===== config.mk =====
export PLATFORM = sky130hd
export DESIGN_NAME = ram_burst_ctrl
export DESIGN_NICKNAME = d
export VERILOG_FILES = /design/src/rtl/ram_burst_ctrl.sv
export SDC_FILE = /design/constraint.sdc
export NUM_CORES = 1
export LEC_CHECK = 0
export CORE_ASPECT_RATIO = 1.1
export CORE_UTILIZATION = 35
export CTS_BUF_LIST = sky130_fd_sc_hd__clkbuf_16
export CTS_CLUSTER_DIAMETER = 60
export DETAILED_ROUTE_END_ITERATION = 12
export GPL_TIMING_DRIVEN = 0
export PLACE_DENSITY_LB_ADDON = 0.25
export SYNTH_ARGS = -nofsm -noshare
export SYNTH_HDL_FRONTEND = slang
export SYNTH_SLANG_ARGS = --single-unit

===== constraint.sdc =====
create_clock -name clk -period 2.3 [get_ports clk]
set_input_delay 0.23 -clock clk [delete_from_list [all_inputs] [get_ports clk]]
set_output_delay 0.23 -clock clk [all_outputs]
set_load 0.05 [all_outputs]

===== src/rtl/ram_burst_ctrl.sv =====
// ---------------------------------------------------------------------------
// ram_burst_ctrl
//
// Burst controller that sits directly in front of a single-port RAM with a
// registered (1-cycle) read port. A command (base address, length,
// direction) runs one burst:
//   - write burst: bytes from the s_* stream are written to consecutive RAM
//     addresses, one byte per accepted handshake.
//   - read burst: each byte is issued to the RAM, its registered data is
//     captured into m_data, then offered on the m_* stream.
// Burst addresses wrap modulo DEPTH. len=0 is a no-op burst and len above
// DEPTH is clamped to DEPTH.
//
// Handshakes: a transfer happens on a rising clock edge where valid and
// ready are both high. The producer holds valid and data stable until the
// transfer. s_ready depends only on state; m_valid/m_data are stable while
// m_valid is high and m_ready is low.
//
// Ports:
//   clk        rising-edge clock, shared with the RAM
//   rst        asynchronous active-low reset
//   start      command strobe, sampled only in IDLE
//   mode       1 = write burst, 0 = read burst
//   base_addr  first RAM address of the burst
//   len        byte count (0 = no-op, clamped to DEPTH)
//   s_valid    write-stream byte valid
//   s_data     write-stream byte
//   s_ready    write-stream ready
//   m_valid    read-stream byte valid
//   m_data     read-stream byte
//   m_ready    read-stream consumer ready
//   busy       high whenever the controller is not IDLE
//   done       one-cycle pulse at burst end
//   ram_en     RAM enable
//   ram_wr_rd  RAM direction (1 = write)
//   ram_addr   RAM address
//   ram_din    RAM write data
//   ram_dout   RAM read data (registered, 1-cycle latency)
// ---------------------------------------------------------------------------
module ram_burst_ctrl #(
  parameter int DATA_W = 8,
  parameter int ADDR_W = 5,
  parameter int DEPTH  = 32
) (
  input  logic              clk,
  input  logic              rst,
  input  logic              start,
  input  logic              mode,
  input  logic [ADDR_W-1:0] base_addr,
  input  logic [ADDR_W:0]   len,
  input  logic              s_valid,
  input  logic [DATA_W-1:0] s_data,
  output logic              s_ready,
  output logic              m_valid,
  output logic [DATA_W-1:0] m_data,
  input  logic              m_ready,
  output logic              busy,
  output logic              done,
  output logic              ram_en,
  output logic              ram_wr_rd,
  output logic [ADDR_W-1:0] ram_addr,
  output logic [DATA_W-1:0] ram_din,
  input  logic [DATA_W-1:0] ram_dout
);

  typedef enum logic [2:0] {
    S_IDLE     = 3'd0,
    S_WR       = 3'd1,
    S_RD_ISSUE = 3'd2,
    S_RD_WAIT  = 3'd3,
    S_RD_OUT   = 3'd4,
    S_DONE     = 3'd5
  } state_t;

  localparam logic [ADDR_W:0] DEPTH_C = (ADDR_W+1)'(DEPTH);
  localparam logic [ADDR_W:0] CNT_ONE = (ADDR_W+1)'(1);

  state_t              state_q, state_d;
  logic [ADDR_W-1:0]   addr_q, addr_d;
  logic [ADDR_W:0]     cnt_q, cnt_d;
  logic [DATA_W-1:0]   m_data_q, m_data_d;
  logic [ADDR_W:0]     len_clamped;

  assign len_clamped = (len > DEPTH_C) ? DEPTH_C : len;

  // Next-state logic. Address is ADDR_W bits wide and DEPTH == 2**ADDR_W,
  // so the natural overflow of addr_q + 1 gives the modulo-DEPTH wrap.
  always_comb begin
    state_d  = state_q;
    addr_d   = addr_q;
    cnt_d    = cnt_q;
    m_data_d = m_data_q;
    case (state_q)
      S_IDLE: begin
        if (start) begin
          addr_d = base_addr;
          cnt_d  = len_clamped;
          if (len_clamped == '0) state_d = S_DONE;
          else if (mode)         state_d = S_WR;
          else                   state_d = S_RD_ISSUE;
        end
      end
      S_WR: begin
        if (s_valid) begin
          addr_d = addr_q + 1'b1;
          cnt_d  = cnt_q - 1'b1;
          if (cnt_q == CNT_ONE) state_d = S_DONE;
        end
      end
      S_RD_ISSUE: state_d = S_RD_WAIT;
      S_RD_WAIT: begin
        // RAM data for the address issued last cycle is valid now.
        m_data_d = ram_dout;
        state_d  = S_RD_OUT;
      end
      S_RD_OUT: begin
        if (m_ready) begin
          addr_d  = addr_q + 1'b1;
          cnt_d   = cnt_q - 1'b1;
          state_d = (cnt_q == CNT_ONE) ? S_DONE : S_RD_ISSUE;
        end
      end
      S_DONE:  state_d = S_IDLE;
      default: state_d = S_IDLE;
    endcase
  end

  always_ff @(posedge clk or negedge rst) begin
    if (!rst) begin
      state_q  <= S_IDLE;
      addr_q   <= '0;
      cnt_q    <= '0;
      m_data_q <= '0;
    end else begin
      state_q  <= state_d;
      addr_q   <= addr_d;
      cnt_q    <= cnt_d;
      m_data_q <= m_data_d;
    end
  end

  // Outputs are decoded from state so that an asynchronous reset drops
  // ram_en in the same instant, before any in-flight write is committed.
  always_comb begin
    s_ready   = 1'b0;
    m_valid   = 1'b0;
    busy      = (state_q != S_IDLE);
    done      = (state_q == S_DONE);
    ram_en    = 1'b0;
    ram_wr_rd = 1'b0;
    ram_addr  = '0;
    ram_din   = '0;
    case (state_q)
      S_WR: begin
        s_ready   = 1'b1;
        ram_wr_rd = 1'b1;
        ram_en    = s_valid;
        if (s_valid) begin
          ram_addr = addr_q;
          ram_din  = s_data;
        end
      end
      S_RD_ISSUE: begin
        ram_en   = 1'b1;
        ram_addr = addr_q;
      end
      S_RD_OUT: m_valid = 1'b1;
      default: ;
    endcase
  end

  assign m_data = m_data_q;

endmodule


==> results by group, run 1 <==
Detailed routing
  – Vias after detailed routing: 1388
  – DRT iter0 DRCs: 68
  – Vias per cell: 5.22
  – Drt wl/cell: 13.0 um
  – Pre-antenna DRT Iters: 4
  – Post-Route WL: 3.47 mm
  – Residual DRC: 0
  – DRT antenna net count: 0

STA
  – Setup WS post-layout: 108 ps
  – Highest Clock Rate: 456 MHz
  – Post-route minimum period: 2190 ps
  – Slew of the pin with the lowest slew margin: 1010 ps
  – Pins Over Slew Limit: 0
  – Relative slew slack: 0.322
  – Setup violations, final: 0
  – Worst Skew: 4.33 ps
  – Fin crit share: 0.953
  – RSZ-0062 raised after global routing: no
  – Final Hold Viols: 0

Setup path
  – Crit Path Max Fanout: 10
  – Crit path arrival time: 1960 ps
  – Kind of critical path: flip-flop to output pin
  – CP Capture Type: output pin
  – Critical path data required time: 2070 ps
  – CP Launch Type: flip-flop

Cells and area
  – Util after Layout: 0.564
  – Share of layout cells above drive strength 1: 0.185
  – Commonest non-fill, non-tap cell in the layout: clkdlybuf4s50_1
  – Inserted Diodes: 0
  – Final nets: 253
  – Design area: 2090 um2
  – Most frequent cells in the layout: clkdlybuf4s50_1 (43), dfrtp_1 (22), and2_1 (13), nand2_1 (12), nor2_1 (11)
  – Area grow syn2layout: 50.6%

Yosys
  – Cells after Synth: 153
  – Synth Register Bits: 22
  – Seq/Total Area, Yosys: 0.396
  – Post-Syn Area: 1390 um2
  – Syn_area_per_cell: 9.08 um2
  – EDFF count, synth: 0
  – Async set or reset register ratio after synthesis: 1.00
  – Net Count, Synth: 189
  – Yosys Warn Count: 0
  – Synth cell types: 42
  – Top FF cell, synth: dfrtp_1

CTS
  – Post-CTS Hold Buffers: 0
  – Clock tree from TritonCTS: done
  – Clock Tree Root: clkbuf_16
  – Clk sinks: 22
  – CTS HTree Levels: 1
  – # Post-CTS Setup Buffers: 0
  – Cts bufs inserted: 3
  – Clock transition at the registers of the reported paths: 60 ps
  – Clk_lat worst skew: 260 ps
  – CTS max path bufs: 2

Placement
  – Dpl ws: -128 ps
  – Placed Area: 2050 um2
  – Placer congestion estimate: 0.884
  – Post-DP HPWL: 2.62 mm
  – Buffers on Ports: 59

Job
  – Max-Cap Viols: 0

Floorplanning
  – Starting Density: 0.374
  – Core area: 3710 um2
  – Die height: 68.1 um
  – Die extent in x: 62.1 um
  – Die area: 4220 um2
  – I/O pin cnt: 60
  – FP Rows: 23

Global route
  – Gr usage total: 0.185
  – Largest net degree at the start of global routing: 23
  – Grt total ovfl: 0
  – Vias in the first global route: 1298
  – First-pass GRT wire length: 5.69 mm
  – Initial antenna violation count: 0

Pwr
  – Pleak: 0.894 nW
  – P per Cell Area: 1500 nW/um2
  – VDD IR-drop max: 871 uV

Outcome
  – Status: completed

Worst hold path
  – Hold/Removal Path Class: flip-flop to flip-flop
-- Yosys cell counts (5+ instances only) --
library cell / instances / area share
dfrtp_1: 22 / 0.40
and2_1: 13 / 0.059
nand2_1: 12 / 0.032
nor2_1: 11 / 0.030
mux2_2: 10 / 0.081
a21oi_1: 9 / 0.032
nor3_1: 9 / 0.032
inv_1: 8 / 0.022
o21ai_0: 6 / 0.022
nand3_1: 5 / 0.018
-- power breakdown --
part           internal (mW)  switching [mW]  leakage [nW]
clock network          0.232           0.143        0.0385
logic                  0.769            1.25         0.593
registers              0.578           0.161         0.262
-- metrics by stage --
stage               power, mW  hold slack, ps  std cells  TNS, ps
floorplan                2.21           -65.6        153        0
global placement         2.79             487        262     -576
detailed placement       2.82             498        262     -701
CTS                      3.15             513        266        0
global route             3.36             533        266        0
finish                   3.13             505        266        0
-- flip-flops by register name, summed over array words and instances (netlist names) --
register and flops:
addr_q 5, m_data 8, state_q 3, cnt_q 6
-- area by class of cell --
type / count / area [um2]
buffer: 8 / 53.8
clock buffer: 3 / 75.1
clock inverter: 1 / 3.75
fill: 320 / 1620
inverter: 8 / 30.0
multi-input combinational: 115 / 759
sequential: 22 / 551
tap: 50 / 62.6
timing repair buffer: 59 / 557
-- metal layers --
layer	vias up	global-route usage	wire, um
met2	73	0.322	1650
met3	7	0.0454	317
met4	0	0.0639	53
li1	675	-	-
met5	-	0	0
met1	633	0.217	1450
-- worst max-delay path, cell delays in order (launching register included) --
cell and delay (ps):
dfrtp_1 350, buf_2 160, clkbuf_2 200, or2_2 340, nor2_1 120, dlygate4sd2_1 540
-- final timing paths --
check / start / slack [ps] / cells after the start / endpoint
min reg2reg: m_data[5] / 510 / 1 / m_data[5]
max in group asynchronous: rst / 1160 / 1 / m_data[2]
min in group asynchronous: rst / 530 / 1 / state_q[0]
min: m_data[5] / 510 / 1 / m_data[5]
max: state_q[1] / 110 / 5 / ram_wr_rd
max reg2reg: state_q[2] / 460 / 5 / cnt_q[5]
-- timing repair --
action	4_1_cts	5_1_grt
setup endpoints to repair	16	16
pin swaps	0	0
resized for setup	29	18
-- logic make-up (layout without fill, tap and decap cells) --
| group | count (synthesis) | after routing | synth area share |
|---|---|---|---|
| AND/OR/NAND/NOR | 68 | 68 | 0.264 |
| AO/OA/AOI/OAI | 29 | 29 | 0.132 |
| flip-flops | 22 | 22 | 0.396 |
| buffers and inverters | 16 | 79 | 0.0595 |
| multiplexers | 13 | 13 | 0.103 |
| adder cells (fa/ha/maj) | 3 | 3 | 0.0270 |
| XOR/XNOR | 2 | 2 | 0.0180 |
No activity file was read; power rests on OpenSTA's default activity.
==> run 2, diff against run 1 <==
--- a/config.mk
+++ b/config.mk
@@ -5,7 +5,9 @@
 export SDC_FILE = /design/constraint.sdc
 export NUM_CORES = 1
 export LEC_CHECK = 0
+export ABC_AREA = 1
 export CORE_ASPECT_RATIO = 1.1
+export CORE_MARGIN = 5
 export CORE_UTILIZATION = 35
 export CTS_BUF_LIST = sky130_fd_sc_hd__clkbuf_16
 export CTS_CLUSTER_DIAMETER = 60
==> results by group, run 2 <==
Outcome
  – Status: completed

Cells and area
  – Most frequent cells in the layout: nand2_1 (81), clkdlybuf4s50_1 (44), nor2_1 (25), inv_1 (23), dfrtp_1 (22)
  – Commonest non-fill, non-tap cell in the layout: nand2_1
  – Final nets: 312
  – Area grow syn2layout: 47.0%
  – Max reg flops: 8
  – Finished Layout Cells: 328
  – Inserted Diodes: 0
  – Share of layout cells above drive strength 1: 0.150
  – Multi-input logic area: 832 um2
  – Fillers: 412
  – Register cell area after layout: 551 um2

Setup path
  – CP top delay family: buffers and inverters
  – Crit path arrival time: 1950 ps
  – Critical path data required time: 2070 ps
  – CP Capture Type: output pin
  – Kind of critical path: flip-flop to output pin
  – CP Launch Type: flip-flop
  – Cell Chain, Critical Path: inv_2 > nand2_1 > nor2_2 > buf_4 > clkdlybuf4s50_1
  – Highest-delay cell along the critical path: clkdlybuf4s50_1
  – Crit Path Max Fanout: 5
  – Worst stage delay on the critical path: 790 ps
  – Worst path buffer plus inverter count: 3

CTS
  – Cts bufs inserted: 3
  – Clock Tree Root: clkbuf_16
  – CTS max path bufs: 2
  – Clk_lat worst skew: 250 ps
  – Clock transition at the registers of the reported paths: 60 ps
  – Clock tree from TritonCTS: done
  – Clk sinks: 22
  – CTS HTree Levels: 1

Job
  – Max-Cap Viols: 0

Detailed routing
  – DRT antenna net count: 0
  – Vias after detailed routing: 1500
  – Drt wl/cell: 11.5 um
  – DRT iter0 DRCs: 49
  – Pre-antenna DRT Iters: 4
  – Post-Route WL: 3.78 mm
  – Vias per cell: 4.57
  – Residual DRC: 0

Yosys
  – Cells after Synth: 213
  – Commonest cells post-synth: nand2_1 (81), nor2_1 (25), inv_1 (23), dfrtp_1 (22), nand3_1 (13)
  – EDFF count, synth: 0
  – Synth Register Bits: 22
  – Yosys Warn Count: 0
  – Top FF cell, synth: dfrtp_1
  – Post-Syn Area: 1530 um2
  – Main area contributors after synthesis: dfrtp_1 (36%), nand2_1 (20%), nor2_1 (6.1%), mux2_2 (5.9%), inv_1 (5.7%)
  – Seq/Total Area, Yosys: 0.361
  – Synth cell types: 27
  – Synth top area share: 0.361
  – Dominant cell type by area after synthesis: dfrtp_1
  – Net Count, Synth: 249
  – Most common cell in the netlist: nand2_1
  – Async set or reset register ratio after synthesis: 1.00
  – Syn_area_per_cell: 7.17 um2

Pwr
  – Pleak: 1.26 nW
  – P per Cell Area: 1510 nW/um2
  – Tot Pwr: 3.40 mW
  – VDD IR-drop max: 828 uV

STA
  – Relative slew slack: 0.347
  – Worst Skew: 5.34 ps
  – Final setup TNS: 0 ps
  – Post-route minimum period: 2180 ps
  – Highest Clock Rate: 458 MHz
  – Fin crit share: 0.949
  – Pins Over Slew Limit: 0
  – Slew of the pin with the lowest slew margin: 976 ps
  – Final Hold Viols: 0
  – Setup violations, final: 0

Placement
  – Buffers on Ports: 58
  – Post-DP HPWL: 3.04 mm
  – Placer congestion estimate: 0.811
  – Placed Instances: 325

Floorplanning
  – Die area: 5780 um2
  – Die extent in x: 73.0 um
  – FP Rows: 25
  – I/O pin cnt: 60
  – Starting Density: 0.359
  – Core area: 4250 um2
  – Die height: 79.3 um

Global route
  – Grt total ovfl: 0
  – Gr usage total: 0.133
  – Vias in the first global route: 1410
  – Initial antenna violation count: 0
  – Largest net degree at the start of global routing: 23
  – First-pass GRT wire length: 6.18 mm

Worst hold path
  – Hold/Removal Path Class: flip-flop to flip-flop
==> run 2: changes by cell type after synthesis, moves of 4 or more <==
cell | before | now
a21oi_1 | 9 | 2
nand2_2 | 0 | 5
nor3_1 | 9 | 1
and2_1 | 13 | 0
nor2_1 | 11 | 25
nand3_1 | 5 | 13
inv_1 | 8 | 23
nand2_1 | 12 | 81
o21ai_0 | 6 | 2
==> run 2: area by class of cell <==
cell class,count,share of cell area
buffer,5,0.0206
clock buffer,3,0.0335
sequential,22,0.245
timing repair buffer,58,0.256
inverter,26,0.0435
multi-input combinational,160,0.371
tap,54,0.0301
==> run 2: final timing paths <==
kind / from / end / slack, ps / depth (start not counted)
setup / recovery: state_q[2] / s_ready / 120 / 5
hold / removal: m_data[0] / m_data[0] / 500 / 1
setup reg to reg: state_q[2] / cnt_q[0] / 850 / 9
hold reg to reg: m_data[0] / m_data[0] / 500 / 1
max in group asynchronous: rst / state_q[1] / 1180 / 1
min in group asynchronous: rst / addr_q[0] / 520 / 1
==> run 2: what timing repair did <==
item                                    CTS  global route
buffers inserted                          0             0
pin swaps                                 0             0
resized for setup                         6            18
endpoints found under the hold margin     0             0
endpoints found under the setup margin    6            13
hold buffers                              0             0
==> run 2: per-stage QoR <==
step | setup WS [ps] | instance area (um2) | utilization | hold WS (ps)
5_1_grt | -2.15 | 2240 | 0.527 | 523
3_3_place_gp | 77.5 | 2170 | 0.511 | 487
4_1_cts | 21.6 | 2240 | 0.527 | 509
3_5_place_dp | 75.4 | 2170 | 0.511 | 497
6_report | 117 | 2240 | 0.527 | 502
2_1_floorplan | 434 | 1530 | - | -65.6
==> run 2: cells by family after synthesis <==
group,synth area share
AND/OR/NAND/NOR,0.420
flip-flops,0.361
buffers and inverters,0.0943
AO/OA/AOI/OAI,0.0303
multiplexers,0.0590
adder cells (fa/ha/maj),0.0246
XOR/XNOR,0.0115
==> run 2: worst reg2reg max path, delay by kind of cell, from the launching register on <==
family | cells | cell delay [ps]
buffers and inverters | 2 | 260
DFF | 1 | 420
and+or+nand+nor | 7 | 670
==> run 2: report_power, final <==
part / leakage (nW) / internal [mW] / switching [mW]
Clock: 0.0370 / 0.229 / 0.124
Combinational: 0.957 / 0.833 / 1.48
Sequential: 0.270 / 0.580 / 0.151
==> run 2: layer usage <==
| layer | wire (um) | global-route usage | vias up |
|---|---|---|---|
| met5 | 0 | 0 | - |
| met4 | 22 | 0.0387 | 0 |
| met3 | 250 | 0.0253 | 2 |
| met2 | 1910 | 0.236 | 36 |
| met1 | 1600 | 0.161 | 679 |
| li1 | - | - | 783 |
==> patch, RTL diff (settings of run 1) <==
The parameter `DATA_W` goes from 8 to 12.
--- a/src/rtl/ram_burst_ctrl.sv
+++ b/src/rtl/ram_burst_ctrl.sv
@@ -38,7 +38,7 @@
 //   ram_dout   RAM read data (registered, 1-cycle latency)
 // ---------------------------------------------------------------------------
 module ram_burst_ctrl #(
-  parameter int DATA_W = 8,
+  parameter int DATA_W = 12,
   parameter int ADDR_W = 5,
   parameter int DEPTH  = 32
 ) (
Interface: changed (resized m_data, ram_din, ram_dout and s_data); port bits go from 60 to 76. No check against the original RTL was run, so the function may have changed too.
==> patch against run 1 <==
Cell area up 15%. Total power up 33%. Largest cell class unchanged. Area after synthesis up 11%. Sequential share of layout area up 0.64 points. Setup slack worse by 96 ps. Global-route usage down 1.4 points. Sequential cell count up 4. Routed wire length up 15%.
==> patch: results (changes against run 1) <==
| Metric | Value |
|---|---|
| Routability cong. | 0.823 (-6.9%) |
| Pre-CTS WS | -324 ps (-196 ps) |
| Hold WS | 505 ps (-0.0500 ps) |
| Relative slew slack | 0.215 (-0.108) |
| Clk_lat worst skew | 260 ps (about the same) |
| Synth cell count leaders | dfrtp_1 (26), and2_1 (15), mux2_2 (14) |
| Tmin final | 2290 ps (+95.6 ps) |
| Static Leak | 1.09 nW (+22%) |
| Routed WL | 4000 um (+15%) |
| Max FO, Critical Path | 10 (unchanged) |
| Post-synthesis sequential area ratio | 0.421 (+0.0250) |
| Detailed Place HPWL | 3020 um (+15%) |
| R2R cell count | 5 (unchanged) |
| Root buffer cell | clkbuf_16 |
| Hold wc startpoint | m_data[5] |
| GRT Total Usage | 0.171 (-0.0139) |
| Min-Delay Path Depth | 1 (unchanged) |
| Area after DPL | 2360 um2 (+15%) |
| Total Nets Final | 282 (+11%) |
| Fraction of synthesized area in multiplexers | 0.135 (+0.0318) |
| Status | complete, no violations |
| Combinational group share of total power | 0.667 (+0.023) |
| Slowest CP cell | clkdlybuf4s15_1 |
| YS warnings | 0 (unchanged) |
| PortBufs | 75 (+27%) |
| Placed cells | 285 (+8.8%) |
| Largest net degree at the start of global routing | 27 (+17%) |
| Critical path's largest stage delay | 520 ps (-20 ps) |
| P_sw | 2.10 mW (+35%) |
| Clk_skew | 4.45 ps (+0.125 ps) |
| Synth cell types | 41 (-2.4%) |
| Layout cells sized above 1 | 0.207 (+0.0216) |
| Vias in the first global route | 1404 (+8.2%) |
| Post-cts sizing count | 48 (+66%) |
| Dominant cells by area after synthesis | dfrtp_1 (42%), mux2_2 (10%), and2_1 (6.1%) |
| Hold Path Class | flip-flop to flip-flop |
| Hold endpoint | m_data[5] |
| Crit Reg-Reg Endpoint | cnt_q[2] |
| Synth Area in Adders | 0.0243 (-0.00272) |
| Synthesized net count | 202 (+6.9%) |
| Post-Synth XOR/XNOR Area | 0.0162 (-0.00181) |
| Power per Cell Area | 1730 nW/um2 (+16%) |
| Mapped Cells | 158 (+3.3%) |
| VDD IR max | 0.000682 V (-22%) |
| DR WL/cell | 13.9 um (+6.2%) |
| Post-synthesis compound-gate area fraction | 0.143 (+0.0110) |
| FF-to-FF setup slack | 640 ps (+180 ps) |
| Starting DRT DRC Count | 68 (unchanged) |
| Worst setup path startpoint | state_q[0] |
| Global-route wire length before repair | 6350 um (+12%) |
| CP arrival | 2060 ps (+100 ps) |
| Clock group | 508 uW (+35%) |
| Vias post-DR | 1455 (+4.8%) |
| Max reg flops | 12 (+4) |
| ANT cells | 0 (unchanged) |
| Worst setup path endpoint | ram_addr[4] |
| Initial antenna violation count | 0 (unchanged) |
| DR pass1 iterations | 4 (unchanged) |
-- patch: cell types whose count changed after synthesis, sizes merged, moves of 3 or more --
cell | before | now
a31oi | 3 | 6
a21oi | 10 | 6
dfrtp | 22 | 26
nor2 | 12 | 9
mux2 | 10 | 14
-- patch: critical path, delay by kind of cell, from the launching register on --
| kind | cells | cell delay, ps |
|---|---|---|
| and+or+nand+nor | 2 | 250 |
| muxes | 1 | 320 |
| DFF | 1 | 460 |
| buffers and inverters | 2 | 770 |
-- patch: per-layer routing --
metal / GRT usage / up-vias / share of wire
li1: - / 730 / -
met1: 0.212 / 669 / 0.42
met2: 0.302 / 54 / 0.51
met3: 0.0271 / 2 / 0.065
met4: 0.0483 / 0 / 0.0030
met5: 0 / - / 0
-- patch: layout make-up --
class                      count  area (um2)
inverter                       8        30.0
multi-input combinational    116         831
sequential                    26         651
buffer                         8        42.5
clock inverter                 1        30.0
fill                         388        1670
timing repair buffer          75         689
clock buffer                   3        75.1
tap                           52        65.1
